==> src/rtl/dut_stream_sequencer_pkg.sv <==
// Shared definitions for the DUT stream sequencer.
//  - seq_state_t : sequencer FSM states
//  - ADDR_*      : config bus register addresses
package dut_stream_sequencer_pkg;

    typedef enum logic [1:0] {
        ST_IDLE    = 2'd0,
        ST_FEED    = 2'd1,
        ST_WAIT    = 2'd2,
        ST_COLLECT = 2'd3
    } seq_state_t;

    localparam logic [7:0] ADDR_OPS  = 8'h01;
    localparam logic [7:0] ADDR_TDLY = 8'h02;
    localparam logic [7:0] ADDR_TWID = 8'h03;
    localparam logic [7:0] ADDR_TO   = 8'h04;

endpackage

==> src/rtl/dut_stream_sequencer_trig_pulse_gen.sv <==
// Scope trigger pulse generator.
// On arm, latches delay/width and counts cycles c = 0,1,2,... starting
// with the cycle after arm. trg is high while delay <= c < delay+width.
// width = 0 produces no pulse. A new arm restarts the sequence.
//  clk, rst : clock, asynchronous active-high reset
//  arm      : 1-cycle arm strobe
//  delay    : cycles from the first post-arm cycle to the pulse
//  width    : pulse length in cycles
//  trg      : registered trigger output
module trig_pulse_gen (
    input  logic       clk,
    input  logic       rst,
    input  logic       arm,
    input  logic [7:0] delay,
    input  logic [7:0] width,
    output logic       trg
);

    logic [8:0] cnt_r;
    logic [8:0] dly_r;
    logic [8:0] end_r;
    logic [8:0] cnt_nxt_s;
    logic       run_r;
    logic       trg_r;

    assign cnt_nxt_s = cnt_r + 9'd1;
    assign trg       = trg_r;

    // Delay/width sequencing; trg_r already reflects the next cycle's count
    always_ff @(posedge clk or posedge rst) begin
        if (rst) begin
            cnt_r <= 9'd0;
            dly_r <= 9'd0;
            end_r <= 9'd0;
            run_r <= 1'b0;
            trg_r <= 1'b0;
        end else if (arm) begin
            cnt_r <= 9'd0;
            dly_r <= {1'b0, delay};
            end_r <= {1'b0, delay} + {1'b0, width};
            run_r <= (width != 8'd0);
            trg_r <= (delay == 8'd0) && (width != 8'd0);
        end else if (run_r) begin
            if (cnt_nxt_s >= end_r) begin
                run_r <= 1'b0;
                trg_r <= 1'b0;
            end else begin
                cnt_r <= cnt_nxt_s;
                trg_r <= (cnt_nxt_s >= dly_r);
            end
        end else begin
            trg_r <= 1'b0;
        end
    end

endmodule

==> src/rtl/dut_stream_sequencer.sv <==
// Sequencer between the UART command decoder and a byte-serial crypto DUT.
// Holds NUM_IN operands, streams them lane-parallel into the DUT MSB beat
// first, collects OUT_BEATS output beats into result, drives a scope trigger
// and flags a sticky timeout when the DUT never signals done.
//  clk, rst      : clock, asynchronous active-high reset
//  cfg_we/addr/data : config bus (operands, trigger delay/width, timeout limit)
//  start         : run request pulse (ignored while busy)
//  busy          : run in progress
//  dut_start     : 1-cycle start pulse to the DUT
//  dut_in        : current beat of each operand, operand i in lane i
//  dut_done      : DUT first output beat valid
//  dut_out       : DUT output beat
//  result        : collected output, first beat in the MSBs
//  result_valid  : 1-cycle completion pulse
//  trg           : scope trigger
//  timeout       : sticky timeout flag, cleared by the next accepted start
module dut_stream_sequencer
    import dut_stream_sequencer_pkg::*;
#(
    parameter int OP_BYTES  = 16,
    parameter int NUM_IN    = 2,
    parameter int LANE_W    = 8,
    parameter int OUT_BYTES = 16,
    parameter int TO_W      = 16
) (
    input  logic                       clk,
    input  logic                       rst,
    input  logic                       cfg_we,
    input  logic [7:0]                 cfg_addr,
    input  logic [NUM_IN*OP_BYTES*8-1:0] cfg_data,
    input  logic                       start,
    output logic                       busy,
    output logic                       dut_start,
    output logic [NUM_IN*LANE_W-1:0]   dut_in,
    input  logic                       dut_done,
    input  logic [LANE_W-1:0]          dut_out,
    output logic [OUT_BYTES*8-1:0]     result,
    output logic                       result_valid,
    output logic                       trg,
    output logic                       timeout
);

    localparam int OP_W      = 8 * OP_BYTES;
    localparam int IN_W      = NUM_IN * OP_W;
    localparam int OUT_W     = 8 * OUT_BYTES;
    localparam int IN_BEATS  = OP_W / LANE_W;
    localparam int OUT_BEATS = OUT_W / LANE_W;
    localparam int IB_W      = $clog2(IN_BEATS + 1);
    localparam int OB_W      = $clog2(OUT_BEATS + 1);

    seq_state_t            state_r;
    seq_state_t            state_nxt_s;
    logic [IN_W-1:0]       ops_r;
    logic [7:0]            trg_delay_r;
    logic [7:0]            trg_width_r;
    logic [TO_W-1:0]       to_limit_r;
    logic [IN_W-1:0]       sh_r;
    logic [IB_W-1:0]       ib_cnt_r;
    logic [OB_W-1:0]       ob_cnt_r;
    logic [TO_W-1:0]       to_cnt_r;
    logic                  busy_r;
    logic                  dut_start_r;
    logic [NUM_IN*LANE_W-1:0] dut_in_r;
    logic [OUT_W-1:0]      result_r;
    logic                  result_valid_r;
    logic                  timeout_r;
    logic                  start_acc_s;
    logic                  cfg_acc_s;
    logic                  feed_last_s;
    logic                  to_hit_s;
    logic                  col_last_s;

    // Next-state logic and run-control decodes
    always_comb begin
        state_nxt_s = state_r;
        start_acc_s = (state_r == ST_IDLE) && start;
        cfg_acc_s   = (state_r == ST_IDLE) && cfg_we;
        feed_last_s = (ib_cnt_r == IB_W'(IN_BEATS - 1));
        col_last_s  = (ob_cnt_r == OB_W'(OUT_BEATS - 1));
        to_hit_s    = (to_limit_r != {TO_W{1'b0}}) && (to_cnt_r >= to_limit_r);
        case (state_r)
            ST_IDLE: begin
                if (start_acc_s) state_nxt_s = ST_FEED;
                else             state_nxt_s = ST_IDLE;
            end
            ST_FEED: begin
                if (feed_last_s) state_nxt_s = ST_WAIT;
                else             state_nxt_s = ST_FEED;
            end
            ST_WAIT: begin
                // done wins over a timeout landing in the same cycle
                if (dut_done) begin
                    if (OUT_BEATS == 1) state_nxt_s = ST_IDLE;
                    else                state_nxt_s = ST_COLLECT;
                end else if (to_hit_s) begin
                    state_nxt_s = ST_IDLE;
                end else begin
                    state_nxt_s = ST_WAIT;
                end
            end
            ST_COLLECT: begin
                if (col_last_s) state_nxt_s = ST_IDLE;
                else            state_nxt_s = ST_COLLECT;
            end
            default: state_nxt_s = ST_IDLE;
        endcase
    end

    // FSM state register
    always_ff @(posedge clk or posedge rst) begin
        if (rst) state_r <= ST_IDLE;
        else     state_r <= state_nxt_s;
    end

    // Config registers, writable only while idle
    always_ff @(posedge clk or posedge rst) begin
        if (rst) begin
            ops_r       <= {IN_W{1'b0}};
            trg_delay_r <= 8'd0;
            trg_width_r <= 8'd1;
            to_limit_r  <= {TO_W{1'b0}};
        end else if (cfg_acc_s) begin
            case (cfg_addr)
                ADDR_OPS:  ops_r       <= cfg_data;
                ADDR_TDLY: trg_delay_r <= cfg_data[7:0];
                ADDR_TWID: trg_width_r <= cfg_data[7:0];
                ADDR_TO:   to_limit_r  <= cfg_data[TO_W-1:0];
                default:   ;
            endcase
        end
    end

    // Run datapath: operand shifting, timeout count, result collection
    always_ff @(posedge clk or posedge rst) begin
        if (rst) begin
            sh_r           <= {IN_W{1'b0}};
            ib_cnt_r       <= {IB_W{1'b0}};
            ob_cnt_r       <= {OB_W{1'b0}};
            to_cnt_r       <= {TO_W{1'b0}};
            busy_r         <= 1'b0;
            dut_start_r    <= 1'b0;
            dut_in_r       <= {(NUM_IN*LANE_W){1'b0}};
            result_r       <= {OUT_W{1'b0}};
            result_valid_r <= 1'b0;
            timeout_r      <= 1'b0;
        end else begin
            dut_start_r    <= 1'b0;
            result_valid_r <= 1'b0;
            busy_r         <= (state_nxt_s != ST_IDLE);
            // count saturates so a long wait cannot wrap below the limit
            if ((state_r == ST_FEED || state_r == ST_WAIT) && (to_cnt_r != {TO_W{1'b1}}))
                to_cnt_r <= to_cnt_r + TO_W'(1);
            case (state_r)
                ST_IDLE: begin
                    if (start_acc_s) begin
                        dut_start_r <= 1'b1;
                        timeout_r   <= 1'b0;
                        ib_cnt_r    <= {IB_W{1'b0}};
                        to_cnt_r    <= TO_W'(1);
                        // beat 0 goes out directly; the shift regs hold the rest
                        for (int i = 0; i < NUM_IN; i++) begin
                            dut_in_r[LANE_W*i +: LANE_W] <= ops_r[OP_W*i + OP_W - LANE_W +: LANE_W];
                            sh_r[OP_W*i +: OP_W]         <= ops_r[OP_W*i +: OP_W] << LANE_W;
                        end
                    end
                end
                ST_FEED: begin
                    if (feed_last_s) begin
                        dut_in_r <= {(NUM_IN*LANE_W){1'b0}};
                    end else begin
                        ib_cnt_r <= ib_cnt_r + IB_W'(1);
                        for (int i = 0; i < NUM_IN; i++) begin
                            dut_in_r[LANE_W*i +: LANE_W] <= sh_r[OP_W*i + OP_W - LANE_W +: LANE_W];
                            sh_r[OP_W*i +: OP_W]         <= sh_r[OP_W*i +: OP_W] << LANE_W;
                        end
                    end
                end
                ST_WAIT: begin
                    if (dut_done) begin
                        result_r <= (result_r << LANE_W) | OUT_W'(dut_out);
                        ob_cnt_r <= OB_W'(1);
                        if (OUT_BEATS == 1) result_valid_r <= 1'b1;
                    end else if (to_hit_s) begin
                        timeout_r <= 1'b1;
                    end
                end
                ST_COLLECT: begin
                    result_r <= (result_r << LANE_W) | OUT_W'(dut_out);
                    if (col_last_s) result_valid_r <= 1'b1;
                    else            ob_cnt_r <= ob_cnt_r + OB_W'(1);
                end
                default: ;
            endcase
        end
    end

    trig_pulse_gen u_trig (
        .clk   (clk),
        .rst   (rst),
        .arm   (start_acc_s),
        .delay (trg_delay_r),
        .width (trg_width_r),
        .trg   (trg)
    );

    assign busy         = busy_r;
    assign dut_start    = dut_start_r;
    assign dut_in       = dut_in_r;
    assign result       = result_r;
    assign result_valid = result_valid_r;
    assign timeout      = timeout_r;

endmodule

==> config.mk <==
export PLATFORM = sky130hd
export DESIGN_NAME = dut_stream_sequencer
export DESIGN_NICKNAME = d
export VERILOG_FILES = /design/src/rtl/dut_stream_sequencer_pkg.sv /design/src/rtl/dut_stream_sequencer_trig_pulse_gen.sv /design/src/rtl/dut_stream_sequencer.sv
export SDC_FILE = /design/constraint.sdc
export NUM_CORES = 1
export LEC_CHECK = 0
export ABC_AREA = 0
export CAP_MARGIN = 5
export CORE_MARGIN = 3
export CORE_UTILIZATION = 46
export DETAILED_ROUTE_END_ITERATION = 7
export PLACE_DENSITY_LB_ADDON = 0.3
export SYNTH_ARGS = -nofsm -noshare
export SYNTH_HDL_FRONTEND = slang
export SYNTH_SLANG_ARGS = --single-unit
==> constraint.sdc <==
create_clock -name clk -period 81.1 [get_ports clk]
set_input_delay 16.22 -clock clk [delete_from_list [all_inputs] [get_ports clk]]
set_output_delay 16.22 -clock clk [all_outputs]
set_load 0.02 [all_outputs]
==> results of run 1 <==
Yosys cell counts, drive strengths merged (4+ instances only):
cell	n
inv	63
a211oi	4
dfrtp	731
or3	7
a221oi	17
clkbuf	83
nand2b	8
nor3	16
nor3b	4
nor2b	9
a22o	21
xnor2	6
xor2	16
nor2	36
nand2	296
mux2	402
nor4	16
or2	4
buf	67
and3	4
nand4	8
o211ai	16
mux2i	227
nand3	21
a21oi	39
ha	51
o21ai	293
state kept, by name (all words and copies together) (netlist names):
name	cells
ops_r	256
sh_r	240
result	128
dut_in	16
to_cnt_r	16
to_limit_r	16
u_trig.cnt_r	9
u_trig.end_r	9
trg_delay_r	8
trg_width_r	8
u_trig.dly_r	8
ib_cnt_r	5
ob_cnt_r	5
state_r	2
busy	1
dut_start	1
result_valid	1
timeout	1
u_trig.run_r	1
u_trig.trg	1
cells by family (layout without fill, tap and decap cells):
group                      after synthesis  after routing  synth area share (%)
muxes                                  629            629                  21.8
xor gates and xnor gates                22             22                 0.616
other                                    0              4                     0
buffers and inverters                  213            648                  3.03
and+or+nand+nor                        445            445                  6.33
adders and majority gates               52             52                  2.10
AOI/OAI and AO/OA                      419            419                  7.61
DFF                                    732            732                  58.5
report_power, final:
| part | internal, mW | switching, mW | leakage, nW |
|---|---|---|---|
| Sequential | 0.404 | 0.0266 | 10.0 |
| Combinational | 0.0981 | 0.149 | 7.31 |
| Clock | 0.208 | 0.145 | 1.26 |
worst max path at each step:
stage / startpoint / to / slack, ps / depth (start not counted)
after floorplan: rst / busy / 44340 / 1
after global placement: start / sh_r[53] / 60570 / 6
after detailed placement: start / sh_r[57] / 60380 / 6
after CTS: start / sh_r[57] / 61040 / 6
after global routing: start / sh_r[57] / 60610 / 6
final: start / sh_r[170] / 60880 / 6
cell type report:
cell class              count  area share, %
well taps                 864           2.79
repair buffers            444           11.5
diodes                      4         0.0258
clock inverters            26          0.711
inverters                  63          0.630
flip-flops and latches    732           47.3
clock buffers             115           5.90
multi-input cells        1567           31.2
routing by layer:
layer / GRT usage [%] / wire length, µm / vias up
met4: 6.00 / 1910 / 14
met3: 4.94 / 4320 / 134
li1: - / - / 9592
met1: 28.5 / 33100 / 10400
met5: 0 / 86 / -
met2: 35.0 / 36900 / 472
worst register-to-register path, delay by kind of cell, from the launching register on:
family	cells	cell delay [ps]
AOI/OAI and AO/OA	1	660
adders and majority gates	1	470
buffers and inverters	3	1740
DFF	1	400
muxes	1	990
and+or+nand+nor	1	760
stage by stage:
stage          cells  hold slack, ps
4_1_cts         3811             484
6_report        3815             480
5_1_grt         3811             499
2_1_floorplan   2512             449
3_5_place_dp    3670             471
3_3_place_gp    3670             461
==> summary.md, run 1 <==
| Metric | Value |
|---|---|
| Status | `finished, final reports clean` |
| CTS tree | `built` |
| Area of the multi-input gates | `around 0.012 mm²` |
| Unrepaired setup endpoints after global routing | `false` |
| Antenna-violating nets left | `0` |
| Startpoint of the most critical hold path | `sh_r[76]` |
| Pins Over Slew Limit | `0` |
| Total buffers and inverters traversed by the critical path | `3` |
| Number of global-route vias before repair | `21100` |
| Worst reg2reg startpoint | `state_r[1]` |
| Area growth, synth to finish | `23.8%` |
| Post-synthesis instance area | `0.0313 mm²` |
| Share of synthesized area occupied by flip-flops and latches | `58.5%` |
| Rel. slew slack | `around a fifth` |
| TNS Setup | `0 ps` |
| Worst-case hold path end point | `sh_r[76]` |
| Post-route fraction of the period consumed by the critical path | `about a quarter` |
| Library cells used by synthesis | `63` |
| Top post-synthesis cells by area | `sky130_fd_sc_hd__dfrtp_1 (58%), sky130_fd_sc_hd__mux2_2 (14%), sky130_fd_sc_hd__mux2i_1 (7.2%)` |
| Clk pin slew, worst setup/hold paths | `approximately 60 ps` |
| Largest net degree at the start of global routing | `268` |
| Clock root buffer | `sky130_fd_sc_hd__clkbuf_16` |
| Floorplan Core Area | `0.0666 mm²` |
| Routed WL per cell | `20.0 µm` |
| Top Ports | `between 400 and 500` |
| IO Port Bufs | `roughly 430` |
| Worst-Margin Slew | `1190 ps` |
| Clock Skew | `27.3 ps` |
| Placer congestion estimate | `0.837` |
| Synthesized area divided by synthesized cell count | `12.5 µm²` |
| Worst-path cell with the longest stage delay | `sky130_fd_sc_hd__buf_4` |
| Maximum net fanout on the critical path | `267` |
| Clock H-tree levels | `3` |
| Share of layout cells above drive strength 1 | `roughly 18%` |
| Top-area cell type share of the netlist area | `58.5%` |
| Area enclosed by the die boundary | `roughly 0.071 mm²` |
| CTS-repair resized insts | `0` |
| Die Wd | `267 µm` |
| Number of hold-slack violations in the final timing report | `0` |
| Critical Path Source Type | `input port` |
| Number of hold buffers added after cts | `0` |
| Post-detailed-route via-to-cell ratio | `5.39` |
| Tot GR Track Use | `between 20% and 30%` |
| Power per standard cell area | `26.6 mW/mm²` |
| Remaining DRCs | `0` |
| Row Count | `94` |
| Effective utilization at floorplan | `47.0%` |
| Post-synth top flop | `sky130_fd_sc_hd__dfrtp_1` |
| Clock buffers created by TritonCTS | `~80` |
| Total congestion overflow | `0` |
| Setup Crit Path Kind | `in2reg` |
| Leakage power of the design | `18.6 nW` |
| Design Area, Final | `roughly 0.039 mm²` |
| CTS max path bufs | `3` |
| Filler cells | `5327` |
| Endpoint of the lowest-slack register-to-register path | `sh_r[170]` |
| Clock latency on the worst-skew pair | `620 ps` |
| Worst hold path type | `reg2reg` |
| Antenna violations before repair | `10` |
| Reg-to-reg slack, setup | `75900 ps` |
| Overall routed net length | `76400 µm` |
| Worst setup slack after layout | `60880 ps` |
| Sequential cell area in the final layout | `between 0.015 and 0.02 mm²` |
| Endpoint arrival time on the critical path | `20650 ps` |
| Layout Nets | `3215` |
| Critical Path End Type | `register` |
| Instance area after placement | `0.0362 mm²` |
| Most common cell after layout, fill and taps aside | `sky130_fd_sc_hd__dfrtp_1` |
| Worst-case setup slack after placement | `60380 ps` |
| CP Cell Sequence | `clkdlybuf4s50_1 > mux2i_4 > nand2b_4 > buf_4 > buf_12 > o21ai_0` |
| Post-DP HPWL | `51900 µm` |
| Post-synth net total | `~2800` |
| Number of clock sinks | `between 700 and 800` |
| Reg2reg path depth | `7` |
| PnR Total Power | `1.03 mW` |
| First-pass iteration count of the detailed router | `5` |
| Commonest cells after routing, fill and taps aside | `sky130_fd_sc_hd__dfrtp_1 (731), sky130_fd_sc_hd__clkdlybuf4s50_1 (425), sky130_fd_sc_hd__mux2_2 (378), sky130_fd_sc_hd__nand2_1 (296), sky130_fd_sc_hd__o21ai_0 (292)` |
| Setup bufs post-CTS | `0` |
| Final setup viols | `0` |
| WP data required | `81530 ps` |
| Worst ir drop on vdd | `0.0181 mV` |
| Cell depth of the worst min-delay path | `2` |
| Seq cells post-synth | `732` |
| Delay contributed by the slowest stage of the critical path | `910 ps` |
| CP delay by family, top | `buffers and inverters` |
| Die boundary height | `267 µm` |
| Vias after detailed routing | `approximately 21000` |
| Highest clock frequency the design can meet | `49.5 MHz` |
| Iteration-0 DRC count of the detailed router | `1541` |
| Core utilization of the finished layout | `58.2%` |
| Number of max-capacitance violations reported | `0` |
| Async set or reset register ratio after synthesis | `100%` |
| Count of flip-flops with a built-in enable after synthesis | `0` |
| Number of cells produced by synthesis | `between 2000 and 3000` |
| Total of warnings raised by yosys | `0` |
| Library cell occupying the most area in the post-synthesis netlist | `sky130_fd_sc_hd__dfrtp_1` |
| Min cycle time layout | `just over 20000 ps` |
| First-pass GRT wire length | `120000 µm` |
No activity file was read; power rests on OpenSTA's default activity.
==> run 2: changes to the inputs <==
==> constraint.sdc (replaced) <==
create_clock -name clk -period 17.54 [get_ports clk]
set_input_delay 3.508 -clock clk [delete_from_list [all_inputs] [get_ports clk]]
set_output_delay 3.508 -clock clk [all_outputs]
set_load 0.02 [all_outputs]
==> summary.md, run 2 (synthesized netlist as in run 1, its figures left out) <==
| Metric | Value |
|---|---|
| Placer congestion estimate | `0.852 (was 0.837)` |
| IO Port Bufs | `425 (unchanged)` |
| CTS tree | `built (unchanged)` |
| Post-route fraction of the period consumed by the critical path | `39.9%` |
| Remaining DRCs | `0 (unchanged)` |
| Clock root buffer | `sky130_fd_sc_hd__clkbuf_16 (unchanged)` |
| CTS max path bufs | `3 (unchanged)` |
| Metal3 WL | `4070 µm (was 4320 µm)` |
| Critical Path Source Type | `input port (unchanged)` |
| Power per standard cell area | `123 mW/mm² (was 26.6 mW/mm²)` |
| Max FFs per register | `256 (unchanged)` |
| Antenna-violating nets left | `0 (unchanged)` |
| Status | `finished, final reports clean (unchanged)` |
| Rel. slew slack | `18.7% (was 20.9%)` |
| Total congestion overflow | `0 (unchanged)` |
| Clock H-tree levels | `3 (unchanged)` |
| Highest clock frequency the design can meet | `roughly 140 MHz` |
| Leakage power of the design | `18.6 nW (about the same)` |
| Overall routed net length | `76600 µm (was 76400 µm)` |
| Largest register by flop count | `ops_r (unchanged)` |
| Area growth, synth to finish | `24.0% (was 23.8%)` |
| Endpoint arrival time on the critical path | `7490 ps (was 20650 ps)` |
| Endpoint of the lowest-slack register-to-register path | `sh_r[74] (was sh_r[170])` |
| Worst hold path type | `reg2reg (unchanged)` |
| WP data required | `18030 ps (was 81530 ps)` |
| Maximum net fanout on the critical path | `177 (was 267)` |
| Commonest cells after routing, fill and taps aside | `sky130_fd_sc_hd__dfrtp_1 (731), sky130_fd_sc_hd__clkdlybuf4s50_1 (425), sky130_fd_sc_hd__mux2_2 (378), sky130_fd_sc_hd__nand2_1 (296), sky130_fd_sc_hd__o21ai_0 (292) (unchanged)` |
| Worst-Margin Slew | `1220 ps (was 1190 ps)` |
| Share of layout cells above drive strength 1 | `18.2% (was 18.1%)` |
| Vias after detailed routing | `20500 (was 20600)` |
| Reg2reg path depth | `7 (unchanged)` |
| Min cycle time layout | `7010 ps` |
| Routed WL per cell | `20.1 µm (was 20.0 µm)` |
| Reg-to-reg slack, setup | `13010 ps (was 75900 ps)` |
| Antenna violations before repair | `8 (was 10)` |
| Final non-filler cell total | `3816 (was 3815)` |
| Post-detailed-route via-to-cell ratio | `5.36 (was 5.39)` |
| Effective utilization at floorplan | `47.0% (unchanged)` |
| Layout Nets | `3219 (was 3215)` |
| Die Wd | `267 µm (unchanged)` |
| Number of clock sinks | `732 (unchanged)` |
| Worst-case hold path end point | `sh_r[49] (was sh_r[76])` |
| Floorplan Core Area | `0.0666 mm² (unchanged)` |
| Number of max-capacitance violations reported | `0 (unchanged)` |
| Top Ports | `426 (unchanged)` |
| Worst ir drop on vdd | `0.114 mV (was 0.0181 mV)` |
| Clock latency on the worst-skew pair | `610 ps (was 620 ps)` |
| Area enclosed by the die boundary | `0.0712 mm² (unchanged)` |
| Startpoint of the most critical hold path | `sh_r[49] (was sh_r[76])` |
| TNS Setup | `0 ps (unchanged)` |
| Critical Path End Type | `register (unchanged)` |
| Pins Over Slew Limit | `0 (unchanged)` |
| Worst setup slack after layout | `10530 ps (was 60880 ps)` |
| Filler cells | `5361 (was 5327)` |
| Number of hold buffers added after cts | `0 (unchanged)` |
| Tot GR Track Use | `21.3% (about the same)` |
| CTS-repair resized insts | `0 (unchanged)` |
| Cell depth of the worst min-delay path | `2 (unchanged)` |
| Setup bufs post-CTS | `0 (unchanged)` |
| Clock buffers created by TritonCTS | `79 (was 78)` |
| Unrepaired setup endpoints after global routing | `false (unchanged)` |
| First-pass GRT wire length | `120000 µm (about the same)` |
| Number of hold-slack violations in the final timing report | `0 (unchanged)` |
| Largest net degree at the start of global routing | `270 (was 268)` |
| Final setup viols | `0 (unchanged)` |
| Placed insts | `3673 (was 3670)` |
| Most common cell after layout, fill and taps aside | `sky130_fd_sc_hd__dfrtp_1 (unchanged)` |
| Clk pin slew, worst setup/hold paths | `60 ps (about the same)` |
| Number of global-route vias before repair | `21200 (was 21100)` |
| Row Count | `94 (unchanged)` |
| First-pass iteration count of the detailed router | `4 (was 5)` |
| Met1 wire length | `33200 µm (was 33100 µm)` |
| Setup Crit Path Kind | `in2reg (unchanged)` |
| Post-DP HPWL | `52400 µm (was 51900 µm)` |
| Sum of met2 wire segment lengths after detailed routing | `37900 µm (was 36900 µm)` |
| Worst-case setup slack after placement | `9960 ps (was 60380 ps)` |
| Top sig layer | `met5 (unchanged)` |
| Iteration-0 DRC count of the detailed router | `1392 (was 1541)` |
| Clock Skew | `20.2 ps (was 27.3 ps)` |
| Worst reg2reg startpoint | `state_r[0] (was state_r[1])` |
| Die boundary height | `267 µm (unchanged)` |
## run 2: cell types whose count changed in the layout (fill, tap and decap cells not counted), sizes merged
cell	change
buf	+3
clkbuf	+6
clkinv	-9
clkinvlp	+3
diode	-1
inv	-1
## run 2: worst max-delay path, cell delays in order
cell,delay (ps)
sky130_fd_sc_hd__clkdlybuf4s50_1,410
sky130_fd_sc_hd__nor4_1,260
sky130_fd_sc_hd__nand4b_1,530
sky130_fd_sc_hd__nor4b_4,450
sky130_fd_sc_hd__buf_12,700
sky130_fd_sc_hd__buf_4,950
sky130_fd_sc_hd__mux2_2,420
## run 2: worst max path at each step
stage,from,end,slack [ps],depth (start not counted)
final,cfg_addr[4],ops_r[184],10530,7
after global routing,rst,ops_r[53],10310,6
after CTS,cfg_addr[4],ops_r[190],10610,7
after detailed placement,cfg_addr[4],ops_r[190],9960,7
after global placement,cfg_addr[5],ops_r[187],10030,7
after floorplan,rst,busy,4000,1
## run 2: stage by stage
stage	hold slack, ps	util, %	cell area (µm²)	power [mW]
finish	479	58.3	38800	4.79
global route	502	58.3	38800	5.03
CTS	482	58.3	38800	4.85
detailed placement	470	54.3	36200	3.18
global placement	461	54.3	36200	3.14
floorplan	449	-	31300	2.76
## run 2: cell type report
| type | count | area, µm² | area share, % |
|---|---|---|---|
| well taps | 864 | 1080 | 2.79 |
| repair buffers | 447 | 4470 | 11.5 |
| clock inverters | 19 | 241 | 0.623 |
| inverters | 63 | 240 | 0.619 |
| diodes | 3 | 7.51 | 0.0194 |
| multi-input cells | 1567 | 12100 | 31.1 |
| flip-flops and latches | 732 | 18300 | 47.2 |
| clock buffers | 121 | 2370 | 6.10 |
## run 2: power by group
group | internal [mW] | leakage (nW) | switching, mW
clock | 0.989 | 1.27 | 0.666
combinational | 0.453 | 7.32 | 0.694
sequential | 1.87 | 10.0 | 0.120
total | 3.31 | 18.6 | 1.48
## run 2: metal layers
metal / track usage (%) / up-vias
met5: 0 / -
li1: - / 9598
met4: 4.71 / 10
met2: 36.1 / 424
met1: 28.2 / 10300
met3: 4.77 / 107
==> run 3: changes to the inputs <==
==> constraint.sdc (replaced) <==
create_clock -name clk -period 7.02 [get_ports clk]
set_input_delay 1.404 -clock clk [delete_from_list [all_inputs] [get_ports clk]]
set_output_delay 1.404 -clock clk [all_outputs]
set_load 0.02 [all_outputs]
==> summary.md, run 3 (synthesized netlist as in run 1, its figures left out) <==
| Metric | Value |
|---|---|
| Setup Crit Path Kind | `in2reg (unchanged)` |
| Number of hold-slack violations in the final timing report | `0 (unchanged)` |
| Number of global-route vias before repair | `21500 (was 21200)` |
| Layout Nets | `3220 (was 3219)` |
| Share of layout cells above drive strength 1 | `18.0% (was 18.2%)` |
| Top Ports | `426 (unchanged)` |
| Filler cells | `5368 (was 5361)` |
| Min cycle time layout | `4150 ps` |
| Iteration-0 DRC count of the detailed router | `1450 (was 1392)` |
| Most common cell after layout, fill and taps aside | `sky130_fd_sc_hd__dfrtp_1 (unchanged)` |
| Number of max-capacitance violations reported | `0 (unchanged)` |
| Area growth, synth to finish | `24.0% (about the same)` |
| Endpoint arrival time on the critical path | `4640 ps (was 7490 ps)` |
| Vias after detailed routing | `20700 (was 20500)` |
| Overall routed net length | `76800 µm (was 76600 µm)` |
| Area of the multi-input gates | `0.0121 mm² (unchanged)` |
| PnR Total Power | `12.0 mW (was 4.79 mW)` |
| Reg2reg path depth | `6 (was 7)` |
| CTS max path bufs | `3 (unchanged)` |
| Unrepaired setup endpoints after global routing | `false (unchanged)` |
| Highest clock frequency the design can meet | `roughly 240 MHz` |
| Clock root buffer | `sky130_fd_sc_hd__clkbuf_16 (unchanged)` |
| Worst hold path type | `reg2reg (unchanged)` |
| Antenna-violating nets left | `0 (unchanged)` |
| Placer congestion estimate | `0.823 (was 0.852)` |
| Effective utilization at floorplan | `47.0% (unchanged)` |
| CTS tree | `built (unchanged)` |
| Instance area after placement | `0.0362 mm² (about the same)` |
| CTS-repair resized insts | `0 (unchanged)` |
| Floorplan Core Area | `0.0666 mm² (unchanged)` |
| Critical Path End Type | `register (unchanged)` |
| Worst reg2reg startpoint | `state_r[1] (was state_r[0])` |
| Clock H-tree levels | `3 (unchanged)` |
| Endpoint of the lowest-slack register-to-register path | `ops_r[187] (was sh_r[74])` |
| First-pass GRT wire length | `121000 µm (was 120000 µm)` |
| WP data required | `7510 ps (was 18030 ps)` |
| Number of hold buffers added after cts | `0 (unchanged)` |
| Tot GR Track Use | `21.5% (was 21.3%)` |
| Startpoint of the most critical setup path | `cfg_addr[5] (was cfg_addr[4])` |
| Power per standard cell area | `308 mW/mm² (was 123 mW/mm²)` |
| Max FFs per register | `256 (unchanged)` |
| Worst ir drop on vdd | `0.240 mV (was 0.114 mV)` |
| Maximum net fanout on the critical path | `139 (was 177)` |
| Area enclosed by the die boundary | `0.0712 mm² (unchanged)` |
| Number of clock sinks | `732 (unchanged)` |
| Clock Skew | `18.3 ps (was 20.2 ps)` |
| Post-DP HPWL | `52400 µm (about the same)` |
| Commonest cells after routing, fill and taps aside | `sky130_fd_sc_hd__dfrtp_1 (731), sky130_fd_sc_hd__clkdlybuf4s50_1 (425), sky130_fd_sc_hd__mux2_2 (378), sky130_fd_sc_hd__nand2_1 (296), sky130_fd_sc_hd__o21ai_0 (292) (unchanged)` |
| Clk pin slew, worst setup/hold paths | `50 ps (was 60 ps)` |
| Routed WL per cell | `20.1 µm (about the same)` |
| Critical Path Source Type | `input port (unchanged)` |
| Leakage power of the design | `18.6 nW (about the same)` |
| Core utilization of the finished layout | `58.3% (about the same)` |
| Endpoint of the most critical setup path | `ops_r[187] (was ops_r[184])` |
| Hold_ws | `479 ps (about the same)` |
| Largest register by flop count | `ops_r (unchanged)` |
| Largest net degree at the start of global routing | `199 (was 270)` |
| Post-detailed-route via-to-cell ratio | `5.41 (was 5.36)` |
| Remaining DRCs | `0 (unchanged)` |
| Total congestion overflow | `0 (unchanged)` |
| Worst-Margin Slew | `1290 ps (was 1220 ps)` |
| Rel. slew slack | `13.7% (was 18.7%)` |
| Row Count | `94 (unchanged)` |
| Final setup viols | `0 (unchanged)` |
| First-pass iteration count of the detailed router | `5 (was 4)` |
| Clock buffers created by TritonCTS | `80 (was 79)` |
| Antenna violations before repair | `21 (was 8)` |
| IO Port Bufs | `425 (unchanged)` |
| Die Wd | `267 µm (unchanged)` |
| Status | `finished, final reports clean (unchanged)` |
| Die boundary height | `267 µm (unchanged)` |
| Pins Over Slew Limit | `0 (unchanged)` |
| Setup bufs post-CTS | `0 (unchanged)` |
| Post-route fraction of the period consumed by the critical path | `between 50% and 60%` |
| Clock latency on the worst-skew pair | `610 ps (about the same)` |
| Sequential cell area in the final layout | `0.0183 mm² (unchanged)` |
| Reg-to-reg slack, setup | `3340 ps (was 13010 ps)` |
| Design Area, Final | `0.0388 mm² (about the same)` |
run 3: cell types whose count changed in the layout (fill, tap and decap cells not counted), sizes merged:
cell,delta
clkinvlp,-2
inv,+1
diode,+7
clkbuf,-3
clkinv,+3
run 3: worst min-delay path by stage:
stage | startpoint | end | slack (ps) | cells past startpoint
floorplan | u_trig.end_r[4] | u_trig.end_r[4] | 450 | 2
global placement | sh_r[87] | sh_r[87] | 460 | 2
detailed placement | sh_r[73] | sh_r[73] | 470 | 2
CTS | sh_r[73] | sh_r[73] | 480 | 2
global route | sh_r[109] | sh_r[109] | 500 | 2
finish | sh_r[73] | sh_r[73] | 480 | 2
run 3: power breakdown:
group / leakage (nW) / total, mW / internal, mW / switching, mW
Combinational: 7.34 / 2.93 / 1.18 / 1.75
Sequential: 10.0 / 4.97 / 4.66 / 0.302
Clock: 1.24 / 4.07 / 2.40 / 1.67
run 3: routing by layer:
layer  global-route usage, %  part of all wire (%)  up-vias
met4                    7.07                   3.0       24
met1                    28.1                    43    10400
li1                        -                     -     9628
met2                    35.2                    48      440
met3                    5.41                   5.7      147
met5                       0                  0.21        -
run 3: layout make-up:
class / count / share of cell area [%]
Timing Repair Buffer: 447 / 11.7
Clock inverter: 21 / 0.600
Multi-Input combinational cell: 1567 / 31.1
Sequential cell: 732 / 47.2
Antenna cell: 10 / 0.0645
Clock buffer: 118 / 5.89
Inverter: 63 / 0.619
Tap cell: 864 / 2.79
run 3: stage by stage:
step           worst slack, ps  cells  setup TNS [ps]
2_1_floorplan            -4410   2512        -3227300
3_3_place_gp              2240   3672               0
3_5_place_dp              2220   3672               0
4_1_cts                   2870   3811               0
5_1_grt                   2700   3818               0
6_report                  2870   3822               0
run 3: worst max-delay path, cell delays in order:
cell and delay, ps:
sky130_fd_sc_hd__clkdlybuf4s50_1 400, sky130_fd_sc_hd__nor4_1 280, sky130_fd_sc_hd__nand4b_1 520, sky130_fd_sc_hd__nor4b_4 830, sky130_fd_sc_hd__buf_12 600, sky130_fd_sc_hd__mux2_2 420
